### src/rtl/core_fetch_if.sv
// Instruction memory request/response bus between core_fetch (master) and
// instruction memory (slave).
//   IMEM_REQ   : request valid, level, held until IMEM_ACK
//   IMEM_ADDR  : request address, stable while IMEM_REQ=1 and no ACK yet
//   IMEM_ACK   : one-cycle response pulse, IMEM_RDATA valid in the same cycle
//   IMEM_RDATA : fetched word
interface core_fetch_if;
  logic        IMEM_REQ;
  logic [31:0] IMEM_ADDR;
  logic        IMEM_ACK;
  logic [31:0] IMEM_RDATA;

  modport master (output IMEM_REQ, output IMEM_ADDR, input IMEM_ACK, input IMEM_RDATA);
  modport slave  (input IMEM_REQ, input IMEM_ADDR, output IMEM_ACK, output IMEM_RDATA);
endinterface

### src/rtl/core_fetch.sv
// Instruction fetch stage feeding the decoder. Holds the PC, keeps at most one
// request outstanding to instruction memory, presents the fetched word with its
// PC, absorbs a downstream stall with a one-entry buffer and handles redirects,
// including squashing a response that was already in flight.
// Ports:
//   CLK, RST_N      : clock, synchronous active-low reset
//   imem            : instruction memory bus (master side)
//   STALL           : decoder cannot take INST this cycle
//   BRANCH_TAKEN/PC : redirect strobe and target from execute
//   INST/INST_PC    : instruction and its PC; INST is a NOP when INST_VALID=0
//   INST_VALID      : INST holds a real fetched instruction
//   MISALIGN_FAULT  : sticky, set by a redirect to a non-word-aligned target
//
// state   | meaning
// --------+----------------------------------------------------------------
// S_IDLE  | just out of reset, launches the first request
// S_FETCH | request outstanding on the bus
// S_WAIT  | response parked in the buffer while the decoder stalls, no request
// S_FAULT | misaligned redirect seen; drains any outstanding request, then idle
module core_fetch #(
  parameter logic [31:0] RESET_PC = 32'h0000_0000
) (
  input  logic               CLK,
  input  logic               RST_N,
  core_fetch_if.master       imem,
  input  logic               STALL,
  input  logic               BRANCH_TAKEN,
  input  logic [31:0]        BRANCH_PC,
  output logic [31:0]        INST,
  output logic [31:0]        INST_PC,
  output logic               INST_VALID,
  output logic               MISALIGN_FAULT
);

  localparam logic [31:0] NOP = 32'h0000_0013;

  typedef enum logic [1:0] {S_IDLE, S_FETCH, S_WAIT, S_FAULT} state_t;

  state_t      r_state;
  logic [31:0] r_pc;
  logic        r_req;
  logic [31:0] r_addr;
  logic [31:0] r_inst;
  logic [31:0] r_inst_pc;
  logic        r_inst_valid;
  logic        r_fault;
  logic        r_discard;
  logic [31:0] r_buf_data;
  logic [31:0] r_buf_addr;

  state_t      w_state_nxt;
  logic [31:0] w_pc_nxt;
  logic        w_req_nxt;
  logic [31:0] w_addr_nxt;
  logic [31:0] w_inst_nxt;
  logic [31:0] w_inst_pc_nxt;
  logic        w_inst_valid_nxt;
  logic        w_fault_nxt;
  logic        w_discard_nxt;
  logic [31:0] w_buf_data_nxt;
  logic [31:0] w_buf_addr_nxt;

  logic        w_redirect;
  logic        w_misalign;
  logic        w_ack;

  assign w_redirect = BRANCH_TAKEN && (BRANCH_PC[1:0] == 2'b00);
  assign w_misalign = BRANCH_TAKEN && (BRANCH_PC[1:0] != 2'b00);
  // An ACK only means something while a request is actually on the bus.
  assign w_ack      = imem.IMEM_ACK && r_req;

  always_ff @(posedge CLK) begin
    if (!RST_N) begin
      r_state      <= S_IDLE;
      r_pc         <= RESET_PC;
      r_req        <= 1'b0;
      r_addr       <= RESET_PC;
      r_inst       <= NOP;
      r_inst_pc    <= 32'h0;
      r_inst_valid <= 1'b0;
      r_fault      <= 1'b0;
      r_discard    <= 1'b0;
      r_buf_data   <= 32'h0;
      r_buf_addr   <= 32'h0;
    end else begin
      r_state      <= w_state_nxt;
      r_pc         <= w_pc_nxt;
      r_req        <= w_req_nxt;
      r_addr       <= w_addr_nxt;
      r_inst       <= w_inst_nxt;
      r_inst_pc    <= w_inst_pc_nxt;
      r_inst_valid <= w_inst_valid_nxt;
      r_fault      <= w_fault_nxt;
      r_discard    <= w_discard_nxt;
      r_buf_data   <= w_buf_data_nxt;
      r_buf_addr   <= w_buf_addr_nxt;
    end
  end

  always_comb begin
    w_state_nxt      = r_state;
    w_pc_nxt         = r_pc;
    w_req_nxt        = r_req;
    w_addr_nxt       = r_addr;
    w_inst_nxt       = r_inst;
    w_inst_pc_nxt    = r_inst_pc;
    w_inst_valid_nxt = r_inst_valid;
    w_fault_nxt      = r_fault;
    w_discard_nxt    = r_discard;
    w_buf_data_nxt   = r_buf_data;
    w_buf_addr_nxt   = r_buf_addr;

    // Decoder took the current word; a load below overrides this.
    if (r_inst_valid && !STALL) begin
      w_inst_valid_nxt = 1'b0;
      w_inst_nxt       = NOP;
    end

    case (r_state)
      S_IDLE: begin
        w_state_nxt = S_FETCH;
        w_req_nxt   = 1'b1;
        w_addr_nxt  = r_pc;
        if (w_redirect) begin
          w_pc_nxt   = BRANCH_PC;
          w_addr_nxt = BRANCH_PC;
        end
      end

      S_FETCH: begin
        if (w_redirect) begin
          w_pc_nxt         = BRANCH_PC;
          w_inst_valid_nxt = 1'b0;
          w_inst_nxt       = NOP;
          if (w_ack) begin
            // The arriving word is the stale one; drop it and relaunch now.
            w_discard_nxt = 1'b0;
            w_addr_nxt    = BRANCH_PC;
          end else begin
            // Request must stay on the bus until its ACK, which is then dropped.
            // A repeated redirect lands here again and still drops just one.
            w_discard_nxt = 1'b1;
          end
        end else if (w_ack) begin
          if (r_discard) begin
            w_discard_nxt = 1'b0;
            w_addr_nxt    = r_pc;
          end else if (!r_inst_valid || !STALL) begin
            w_inst_nxt       = imem.IMEM_RDATA;
            w_inst_pc_nxt    = r_addr;
            w_inst_valid_nxt = 1'b1;
            w_pc_nxt         = r_addr + 32'd4;
            w_addr_nxt       = r_addr + 32'd4;
          end else begin
            w_buf_data_nxt = imem.IMEM_RDATA;
            w_buf_addr_nxt = r_addr;
            w_req_nxt      = 1'b0;
            w_state_nxt    = S_WAIT;
          end
        end
      end

      // The buffer is only meaningful in S_WAIT, so leaving it flushes it.
      S_WAIT: begin
        if (w_redirect) begin
          w_pc_nxt         = BRANCH_PC;
          w_inst_valid_nxt = 1'b0;
          w_inst_nxt       = NOP;
          w_state_nxt      = S_FETCH;
          w_req_nxt        = 1'b1;
          w_addr_nxt       = BRANCH_PC;
        end else if (!STALL) begin
          w_inst_nxt       = r_buf_data;
          w_inst_pc_nxt    = r_buf_addr;
          w_inst_valid_nxt = 1'b1;
          w_pc_nxt         = r_buf_addr + 32'd4;
          w_state_nxt      = S_FETCH;
          w_req_nxt        = 1'b1;
          w_addr_nxt       = r_buf_addr + 32'd4;
        end
      end

      S_FAULT: begin
        if (w_ack) begin
          w_req_nxt = 1'b0;
        end
      end

      default: begin
        w_state_nxt = S_IDLE;
      end
    endcase

    // Misaligned redirect overrides everything; the fault state is absorbing.
    if (w_misalign && (r_state != S_FAULT)) begin
      w_fault_nxt      = 1'b1;
      w_state_nxt      = S_FAULT;
      w_inst_valid_nxt = 1'b0;
      w_inst_nxt       = NOP;
      w_discard_nxt    = 1'b0;
      w_req_nxt        = r_req && !w_ack;
      w_addr_nxt       = r_addr;
      w_pc_nxt         = r_pc;
    end
  end

  assign imem.IMEM_REQ  = r_req;
  assign imem.IMEM_ADDR = r_addr;
  assign INST           = r_inst;
  assign INST_PC        = r_inst_pc;
  assign INST_VALID     = r_inst_valid;
  assign MISALIGN_FAULT = r_fault;

endmodule
### src/flat_wrapper.sv
// flat-port wrapper written by rule: the top's interface ports become plain ports
module core_fetch_flat 
#(
  parameter logic [31:0] RESET_PC = 32'h0000_0000
)
  (CLK, RST_N, STALL, BRANCH_TAKEN, BRANCH_PC, INST, INST_PC, INST_VALID, MISALIGN_FAULT, imem_IMEM_REQ, imem_IMEM_ADDR, imem_IMEM_ACK, imem_IMEM_RDATA);
  core_fetch_if imem_i ();
  input  logic CLK;
  input  logic RST_N;
  input  logic STALL;
  input  logic BRANCH_TAKEN;
  input  logic [31:0] BRANCH_PC;
  output logic [31:0] INST;
  output logic [31:0] INST_PC;
  output logic INST_VALID;
  output logic MISALIGN_FAULT;
  output wire logic [$bits(imem_i.IMEM_REQ)-1:0] imem_IMEM_REQ;
  output wire logic [$bits(imem_i.IMEM_ADDR)-1:0] imem_IMEM_ADDR;
  input wire logic [$bits(imem_i.IMEM_ACK)-1:0] imem_IMEM_ACK;
  input wire logic [$bits(imem_i.IMEM_RDATA)-1:0] imem_IMEM_RDATA;
  assign imem_IMEM_REQ = imem_i.IMEM_REQ;
  assign imem_IMEM_ADDR = imem_i.IMEM_ADDR;
  assign imem_i.IMEM_ACK = imem_IMEM_ACK;
  assign imem_i.IMEM_RDATA = imem_IMEM_RDATA;
  core_fetch #(.RESET_PC(RESET_PC)) u_core (.CLK(CLK), .RST_N(RST_N), .imem(imem_i), .STALL(STALL), .BRANCH_TAKEN(BRANCH_TAKEN), .BRANCH_PC(BRANCH_PC), .INST(INST), .INST_PC(INST_PC), .INST_VALID(INST_VALID), .MISALIGN_FAULT(MISALIGN_FAULT));
endmodule
### config.mk
export PLATFORM = sky130hd
export DESIGN_NAME = core_fetch_flat
export DESIGN_NICKNAME = d
export VERILOG_FILES = /design/src/rtl/core_fetch_if.sv /design/src/rtl/core_fetch.sv /design/src/flat_wrapper.sv
export SDC_FILE = /design/constraint.sdc
export NUM_CORES = 1
export LEC_CHECK = 0
export CAP_MARGIN = 20
export CORE_ASPECT_RATIO = 0.7
export CORE_MARGIN = 3
export CORE_UTILIZATION = 27
export DETAILED_ROUTE_END_ITERATION = 6
export PLACE_DENSITY = 0.49
export SLEW_MARGIN = 20
export SYNTH_ARGS = -nofsm -noshare
export SYNTH_HDL_FRONTEND = slang
export SYNTH_SLANG_ARGS = --single-unit
### constraint.sdc
create_clock -name CLK -period 2.6 [get_ports CLK]
set_input_delay 0.26 -clock CLK [delete_from_list [all_inputs] [get_ports CLK]]
set_output_delay 0.26 -clock CLK [all_outputs]
set_load 0.05 [all_outputs]
Word-level counts from Yosys, hierarchy flattened
Index checks and enable logic that the tools add are counted.
W data, S select, Z words.
{ "op_classes": {"add_sub_neg": 2, "n_mux": 55, "n_bitwise": 5, "n_eq_ne": 21, "reduce_logical": 25} }
{ "ops": {"columns": ["op", "count"], "rows": [
  ["$mux W32", 24],
  ["$pmux W32 S3", 2],
  ["$pmux W32 S2", 2],
  ["$add A32 B3 Y32 const B", 2],
  ["$reduce_and A6 Y1", 3],
  ["$mux W1", 17],
  ["$mux W2", 7],
  ["$ne A3 B1 Y1 const B", 4],
  ["$ne A3 B3 Y1 const B", 4],
  ["$ne A2 B2 Y1 const B", 5],
  ["$reduce_and A5 Y1", 2],
  ["$reduce_and A7 Y1", 1],
  ["$logic_and A1 B1 Y1", 6],
  ["$pmux W2 S3", 1],
  ["$reduce_bool A2 Y1", 3],
  ["$not A1 Y1", 5],
  ["$eq A2 B2 Y1 const B", 2],
  ["$logic_not A2 Y1", 2],
  ["$ne A2 B1 Y1 const B", 2],
  ["$ne A4 B1 Y1 const B", 1],
  ["$ne A4 B2 Y1 const B", 1],
  ["$pmux W1 S4", 1],
  ["$reduce_bool A4 Y1", 1],
  ["$logic_not A1 Y1", 3],
  ["other kinds (7)", 7]
]} }
{ "totals": {"out_inout_bits": 99, "inputBits": 69, "regBits": 198} }

Longest topological paths before layout
Gate-level depths: netlist of the first run.
{ "logic_depth": {"ltp_word": 8, "ltp_mapped": 11, "ltp_nobuf": 8} }

Worst setup path before layout of the first run
Ideal clock, no wire load.
{ "synth_path": {"kind": "flip-flop to flip-flop", "start": "register u_core.r_addr[4] (netlist: u_core.imem.IMEM_ADDR[4])", "end": "register u_core.r_addr[24] (netlist: u_core.imem.IMEM_ADDR[24])", "path_buffers": 2, "path_stages_with_launch": 9, "slack_ps": -12, "required_time_ps": 2539, "synth_period_minus_slack_ps": 2612, "arrival_time_ps": 2552, "cell_sequence": "dfxtp_1 > buf_2 > nand4_4 > or4_1 > buf_2 > or4_4 > a21oi_1 > o2111ai_1 > nand2_1"} }
{ "synth_between": {"elab_chain_len": 6} }
{ "synth_lines": {"columns": ["element", "line", "text"], "rows": [
  ["start, declared", "core_fetch.sv:42", "logic [31:0] r_addr;"],
  ["start signal, assigned", "core_fetch.sv:89", "r_addr <= w_addr_nxt;"],
  ["$add A32 B3 Y32", "core_fetch.sv:153", "w_addr_nxt = r_addr + 32'd4;"],
  ["$mux W32", "core_fetch.sv:148", "end else if (!r_inst_valid || !STALL) begin"],
  ["$mux W32", "core_fetch.sv:145", "if (r_discard) begin"],
  ["$mux W32", "core_fetch.sv:144", "end else if (w_ack) begin"],
  ["$mux W32", "core_fetch.sv:131", "if (w_redirect) begin"],
  ["$pmux W32 S3", "core_fetch.sv:119", "case (r_state)"]
]} }
Every way passes these cells. The select of a mux whose other input is x is not followed.
A chain may end at the register's enable or synchronous reset.

Worst setup path in the final report of the first run
{ "layout_path": {"start": "register u_core.r_addr[22] (netlist: u_core.imem.IMEM_ADDR[22])", "end": "register u_core.r_pc[31]"} }
{ "layout_between": {"elab_chain_len": 6} }
{ "layout_lines": {"columns": ["element", "line", "text"], "rows": [
  ["$add A32 B3 Y32", "core_fetch.sv:152", "w_pc_nxt = r_addr + 32'd4;"],
  ["$mux W32", "core_fetch.sv:148", null],
  ["$mux W32", "core_fetch.sv:145", null],
  ["$mux W32", "core_fetch.sv:144", null],
  ["$mux W32", "core_fetch.sv:131", null],
  ["$pmux W32 S3", "core_fetch.sv:119", null],
  ["end signal, assigned", "core_fetch.sv:87", "r_pc <= w_pc_nxt;"],
  ["end, declared", "core_fetch.sv:40", "logic [31:0] r_pc;"]
]} }
Every way passes these cells. The select of a mux whose other input is x is not followed.

==> run summary, run 1 <==
Seq pwr share = 0.277
critical-path cell list = nand4_1, or4_1, nor4_2, xnor2_1, a21oi_1, o31a_1
NumNets Final = 1769
Core Box Area = 41200 um2
unrepaired setup endpoints after global routing = no
WL/cell = 23.3 um
Critical Path Stages = 6
routed via count = 12700
die span in x = 251 um
Worst Hold Path Cells = 3
Placed Instances = 2219
final instance area = 15300 um2
post-layout min period = 2.57 ns
Clock power frac = 0.216
Post-synth ARST share = 0
worst hold start = imem_IMEM_RDATA[12]
clock sinks = 198
Net Sw Frac = 0.475
highest ir drop seen on vdd = 531 uV
antenna violations before repair = 0
r2r worst-path depth = 6
synthesized flop and latch total = 198
max capacitance violation total = 0
setup TNS = 0 ns
Worst-Skew Late Latency = 0.47 ns
synth warn = 0
Starting Density = 0.275
maximum clock path buffer count = 2
Critical R2R Launch = u_core.imem.IMEM_ADDR[22]$_SDFFE_PN0P_
final hold violation count = 0
Post-CTS Repair Setup Buffers = 0
Post-synth top flop = dfxtp_1
detailed placer's ending HPWL = 38000 um
commonest non-fill, non-tap cell in the layout = nand2_1
combinational power share = 0.507
Crit. End Element = register
status = finished, final reports clean
clk root buf = clkbuf_16
P&R area growth vs syn = 35.1%
Num CTS Buffers = 17
Mapped Cells = 1481
Bufs and invs on worst path = 0
Power Total = 13900 uW
number of synthesized flops with an enable pin = 0
Crit path arrival time = 2.92 ns
GRT Total Usage = 0.230
CP delay by family, top = simple AND/OR/NAND/NOR gates
vias per inst = 5.65
period utilization = 0.988
CTS tree = done
slowest cell on the critical path = or4_1
fin cells = 2251
sequential share of the synthesized area = 0.350
first-pass GRT wire length = 76900 um
CP startpoint = u_core.imem.IMEM_ADDR[22]$_SDFFE_PN0P_
largest net degree at the start of global routing = 68
# IOs = 168
CP Launch Type = register
top fanout value on the critical path = 2
LEAKAGE = 0.00520 uW
post-cts resize count = 0
share of cells above drive strength 1 = 0.137
WS Path Type = reg2reg
placed instance area = 14700 um2
Slew HR = 0.470
Final Wtd Congestion = 0.949
Post-Syn Area per Cell = 7.66 um2
final slew viol count = 0
Max Freq = 389 MHz
clock slew at reported path FFs = 0.10 ns
# H-tree levels = 4
Initial DRT Pass Iterations = 5
worst min-delay path category = in2reg
Int Power = 7330 uW
most frequent cells in the layout = 245 x nand2_1, 196 x dfxtp_1, 167 x clkdlybuf4s50_1, 147 x buf_4, 133 x a21oi_1
vias in the first global route = 11700
WL final = 52400 um
sw power = 6620 uW
Pwr Density = 911 nW/um2
Worst Path Required = 2.96 ns
Synth Cell Area = 11300 um2
Final setup viols = 0
Congestion Overflow GR = 0
cts hold-fix bufs = 0
floorplan row count = 62
IO Port Bufs = 167
Finished Core Util = 0.372
full die area = 44500 um2
Chip Height = 177 um
Worst R2R Setup Slack = 0.03 ns
Worst path max stage delay = 0.64 ns
ANT nets after route = 0
ant diodes = 0
synth unique cells = 76
1st-iter DRT viols = 1736
worst slew pin tran = 0.794 ns
syn nets = 1556
DRC = 0
clock skew = 0.0156 ns
## worst paths after layout
path                                         to
min          u_core.r_buf_data[12]$_SDFFE_PN0P_
max                u_core.r_pc[31]$_SDFFE_PN0P_
min reg2reg  u_core.r_buf_data[22]$_SDFFE_PN0P_
max reg2reg        u_core.r_pc[31]$_SDFFE_PN0P_
## logic make-up (layout without fill, tap and decap cells)
kind of cell               after synthesis  in the layout  synth area share
xor gates and xnor gates                39             39            0.0301
buffers and inverters                  159            385            0.0554
adders and majority gates                6              6           0.00662
and+or+nand+nor                        529            529             0.217
AOI/OAI and AO/OA                      504            504             0.300
DFF                                    198            198             0.350
muxes                                   46             46            0.0413
## power groups by stage
stage / combinational, uW / clock (uW) / sequential [uW]
after floorplan: 2780 / 0 / 5090
after global placement: 6950 / 0 / 3920
after detailed placement: 6970 / 0 / 3930
after CTS: 6990 / 3080 / 3860
after global routing: 7500 / 3190 / 3920
final: 7080 / 3010 / 3860
## area by class of cell
cell class,instances,area (um2)
clock buffer,17,425
clock inverter,15,229
fill,4190,25900
inverter,21,81.3
multi-input combinational,1124,6790
sequential,198,3970
tap,544,681
timing repair buffer,332,3140
## per-stage QoR
stage,setup slack [ns],hold WS [ns]
global placement,0.0285,0.441
CTS,0.124,0.336
finish,0.0309,0.357
detailed placement,-0.00989,0.446
global route,0.0163,0.353
floorplan,0.0163,0.396
## layer usage
| metal | track usage | vias up | wire length [um] |
|---|---|---|---|
| li1 | - | 5901 | - |
| met1 | 0.343 | 6069 | 24900 |
| met2 | 0.318 | 690 | 20700 |
| met3 | 0.0691 | 66 | 5930 |
| met4 | 0.0567 | 0 | 949 |
| met5 | 0 | - | 0 |
## registers in the layout (all words and copies together) (netlist names), 2 cells and up
signal and flops:
u_core.INST 32, u_core.imem.IMEM_ADDR 32, u_core.r_pc 32, u_core.r_buf_addr 32, u_core.INST_PC 32, u_core.r_buf_data 32
u_core.r_state 2
## worst min-delay path: cells and delay by family
family | cells | cell delay [ns]
buffers and inverters | 1 | 0.42
AO/OA/AOI/OAI | 1 | 0.05
AND/OR/NAND/NOR | 1 | 0.06
## cell usage after synthesis, drive strengths merged, types with 5 or more instances
cell type    n  area [um2]
a32oi        6        52.6
o311ai       5        43.8
or4         10        78.8
xnor2       21         184
a21oi      135         676
a31oi       17         106
o31ai        9        67.6
a32o        10         100
o31a         5        43.8
nor4        16         119
o2bb2ai     31         272
nor3        28         145
buf         37         170
and2         6        37.5
a211o       11        96.3
clkbuf     101         379
dfxtp      198        3960
o221ai      10        87.6
or3          6        37.5
mux2i       40         400
mux2         6        67.6
o21a         8        60.1
ha           6        75.1
xor2        18         158
and4        10        87.6
a311oi       6        52.6
o21ai       87         435
a211oi      37         278
nand2      246         923
o211a        5        50.1
nor2       105         399
nand2b       9        56.3
o211ai      23         173
o221a        5        56.3
nand4       23         165
a22oi       37         278
nand3       42         210
and3        12        75.1
o22ai       13        81.3
inv         21        78.8
a2111oi      7        61.3
(Power assumes the default switching activity.)
==> run 2: changes to the inputs <==
--- a/config.mk
+++ b/config.mk
@@ -6,11 +6,11 @@
 export NUM_CORES = 1
 export LEC_CHECK = 0
 export CAP_MARGIN = 20
-export CORE_ASPECT_RATIO = 0.7
 export CORE_MARGIN = 3
-export CORE_UTILIZATION = 27
+export CORE_UTILIZATION = 54
+export CTS_BUF_LIST = sky130_fd_sc_hd__clkbuf_4 sky130_fd_sc_hd__clkbuf_8 sky130_fd_sc_hd__clkbuf_16
 export DETAILED_ROUTE_END_ITERATION = 6
-export PLACE_DENSITY = 0.49
+export PLACE_DENSITY = 0.83
 export SLEW_MARGIN = 20
 export SYNTH_ARGS = -nofsm -noshare
 export SYNTH_HDL_FRONTEND = slang
==> run summary, run 2 (synthesis gave the netlist of run 1 again) <==
Worst path max stage delay = 0.46 ns
failing checks = DRC, setup timing
WS Path Type = reg2reg
ANT nets after route = 0
post-layout min period = 2.61 ns
Core Box Area = 20400 um2
routed via count = 13000
worst min-delay path category = in2reg
period utilization = 1.00
max capacitance violation total = 0
die span in x = 151 um
clk root buf = clkbuf_16
LEAKAGE = 0.00506 uW
# H-tree levels = 4
worst slew pin tran = 0.837 ns
CTS tree = done
Final setup viols = 1
Chip Height = 151 um
Post-CTS Repair Setup Buffers = 0
1st-iter DRT viols = 1901
Crit path arrival time = 2.94 ns
sw power = 6130 uW
highest ir drop seen on vdd = 503 uV
detailed placer's ending HPWL = 30500 um
IO Port Bufs = 167
Worst-Skew Late Latency = 0.45 ns
vias in the first global route = 12200
first-pass GRT wire length = 66400 um
antenna violations before repair = 0
Hold Path Sink = u_core.r_buf_data[7]$_SDFFE_PN0P_
Starting Density = 0.555
Pwr Density = 905 nW/um2
WL final = 42600 um
Power Total = 13300 uW
GRT busiest layer = met2
# IOs = 168
floorplan row count = 52
placed instance area = 14000 um2
combinational power share = 0.496
grt met2 use = 0.580
clock skew = 0.0145 ns
clock slew at reported path FFs = 0.09 ns
largest net degree at the start of global routing = 57
Num CTS Buffers = 17
worst r2r dst = u_core.imem.IMEM_ADDR[16]$_SDFFE_PN0P_
critical-path cell list = nand4_1, buf_4, nor4_1, xor2_1, a31oi_1, o211ai_1, a32o_1
vias per inst = 6.62
status = finished with violations
full die area = 22800 um2
top fanout value on the critical path = 7
Net Sw Frac = 0.461
setup ws final = -0.00885 ns
routing usage on met3 = 0.0880
P&R area growth vs syn = 29.7%
Seq pwr share = 0.289
NumNets Final = 1752
clock sinks = 198
Final Wtd Congestion = 1.05
cts hold-fix bufs = 0
Congestion Overflow GR = 0
share of cells above drive strength 1 = 0.130
final instance area = 14700 um2
DRC = 1
Max Freq = 383 MHz
Crit. End Element = register
final hold violation count = 0
worst hold start = imem_IMEM_RDATA[7]
Int Power = 7170 uW
most frequent cells in the layout = 245 x nand2_1, 196 x dfxtp_1, 167 x clkdlybuf4s50_1, 141 x buf_4, 133 x a21oi_1
Worst R2R Setup Slack = -0.009 ns
Critical R2R Launch = u_core.r_buf_addr[8]$_SDFFE_PN0P_
commonest non-fill, non-tap cell in the layout = nand2_1
slowest cell on the critical path = dfxtp_1
WL/cell = 21.8 um
Bufs and invs on worst path = 1
final slew viol count = 0
CP delay by family, top = simple AND/OR/NAND/NOR gates
Slew HR = 0.436
Clock power frac = 0.215
Finished Core Util = 0.720
r2r worst-path depth = 7
unrepaired setup endpoints after global routing = yes
Initial DRT Pass Iterations = 7
CP Launch Type = register
Worst Path Required = 2.93 ns
maximum clock path buffer count = 2
GRT Total Usage = 0.367
Worst Hold Path Cells = 3
ant diodes = 0
GR Layer Usage met1 = 0.456
==> run 2: cell count changes in the layout (fill, tap and decap cells not counted), sizes merged <==
cell | before | now
clkinvlp | 0 | 1
inv | 33 | 30
clkinv | 3 | 5
buf | 165 | 148
==> run 2: worst max path at each step <==
stage,cells past startpoint,slack (ns),startpoint,to
6_report,7,-0.009,u_core.r_buf_addr[8]$_SDFFE_PN0P_,u_core.imem.IMEM_ADDR[16]$_SDFFE_PN0P_
3_3_place_gp,9,0.11,BRANCH_TAKEN,u_core.imem.IMEM_ADDR[20]$_SDFFE_PN0P_
2_1_floorplan,8,0.02,u_core.imem.IMEM_ADDR[14]$_SDFFE_PN0P_,u_core.imem.IMEM_ADDR[24]$_SDFFE_PN0P_
4_1_cts,7,0.13,u_core.r_buf_addr[8]$_SDFFE_PN0P_,u_core.r_pc[26]$_SDFFE_PN0P_
5_1_grt,7,-0.05,u_core.r_buf_addr[8]$_SDFFE_PN0P_,u_core.r_pc[26]$_SDFFE_PN0P_
3_5_place_dp,8,0.02,BRANCH_TAKEN,u_core.r_pc[26]$_SDFFE_PN0P_
==> run 2: power by group through the flow <==
stage / Combinational [uW] / Clock, uW / Sequential (uW)
finish: 6600 / 2860 / 3840
floorplan: 2780 / 0 / 5090
global placement: 6330 / 0 / 3890
global route: 6970 / 2990 / 3900
CTS: 6460 / 2860 / 3840
detailed placement: 6420 / 0 / 3900
==> run 2: through the flow <==
| stage | hold WS [ns] | setup TNS [ns] | setup slack [ns] | instances |
|---|---|---|---|---|
| final | 0.383 | -0.00885 | -0.00885 | 1960 |
| after detailed placement | 0.446 | 0 | 0.0154 | 1928 |
| after global routing | 0.379 | -0.150 | -0.0496 | 1960 |
| after global placement | 0.442 | 0 | 0.115 | 1928 |
| after CTS | 0.374 | 0 | 0.131 | 1960 |
| after floorplan | 0.396 | 0 | 0.0163 | 1481 |
==> run 2: cell type report <==
cell class,instances,area (um2)
multi-input combinational,1124,6810
fill,1619,5730
sequential,198,3970
timing repair buffer,315,2870
clock buffer,17,425
tap,270,338
clock inverter,15,211
inverter,21,81.3
==> run 2: worst min-delay path: stages <==
cell and delay, ns:
clkdlybuf4s50_1 0.42, nand2_1 0.06, a21oi_1 0.05
==> run 2: repair_timing <==
| item | 4_1_cts | 5_1_grt |
|---|---|---|
| resized for setup | 0 | 5 |
| endpoints found under the hold margin | 0 | 0 |
| setup endpoints to repair | 0 | 6 |
==> run 2: layer usage <==
layer | up-vias | share of wire
met5 | - | 0
met4 | 0 | 0.068
met3 | 199 | 0.11
met2 | 903 | 0.45
met1 | 6004 | 0.37
li1 | 5866 | -
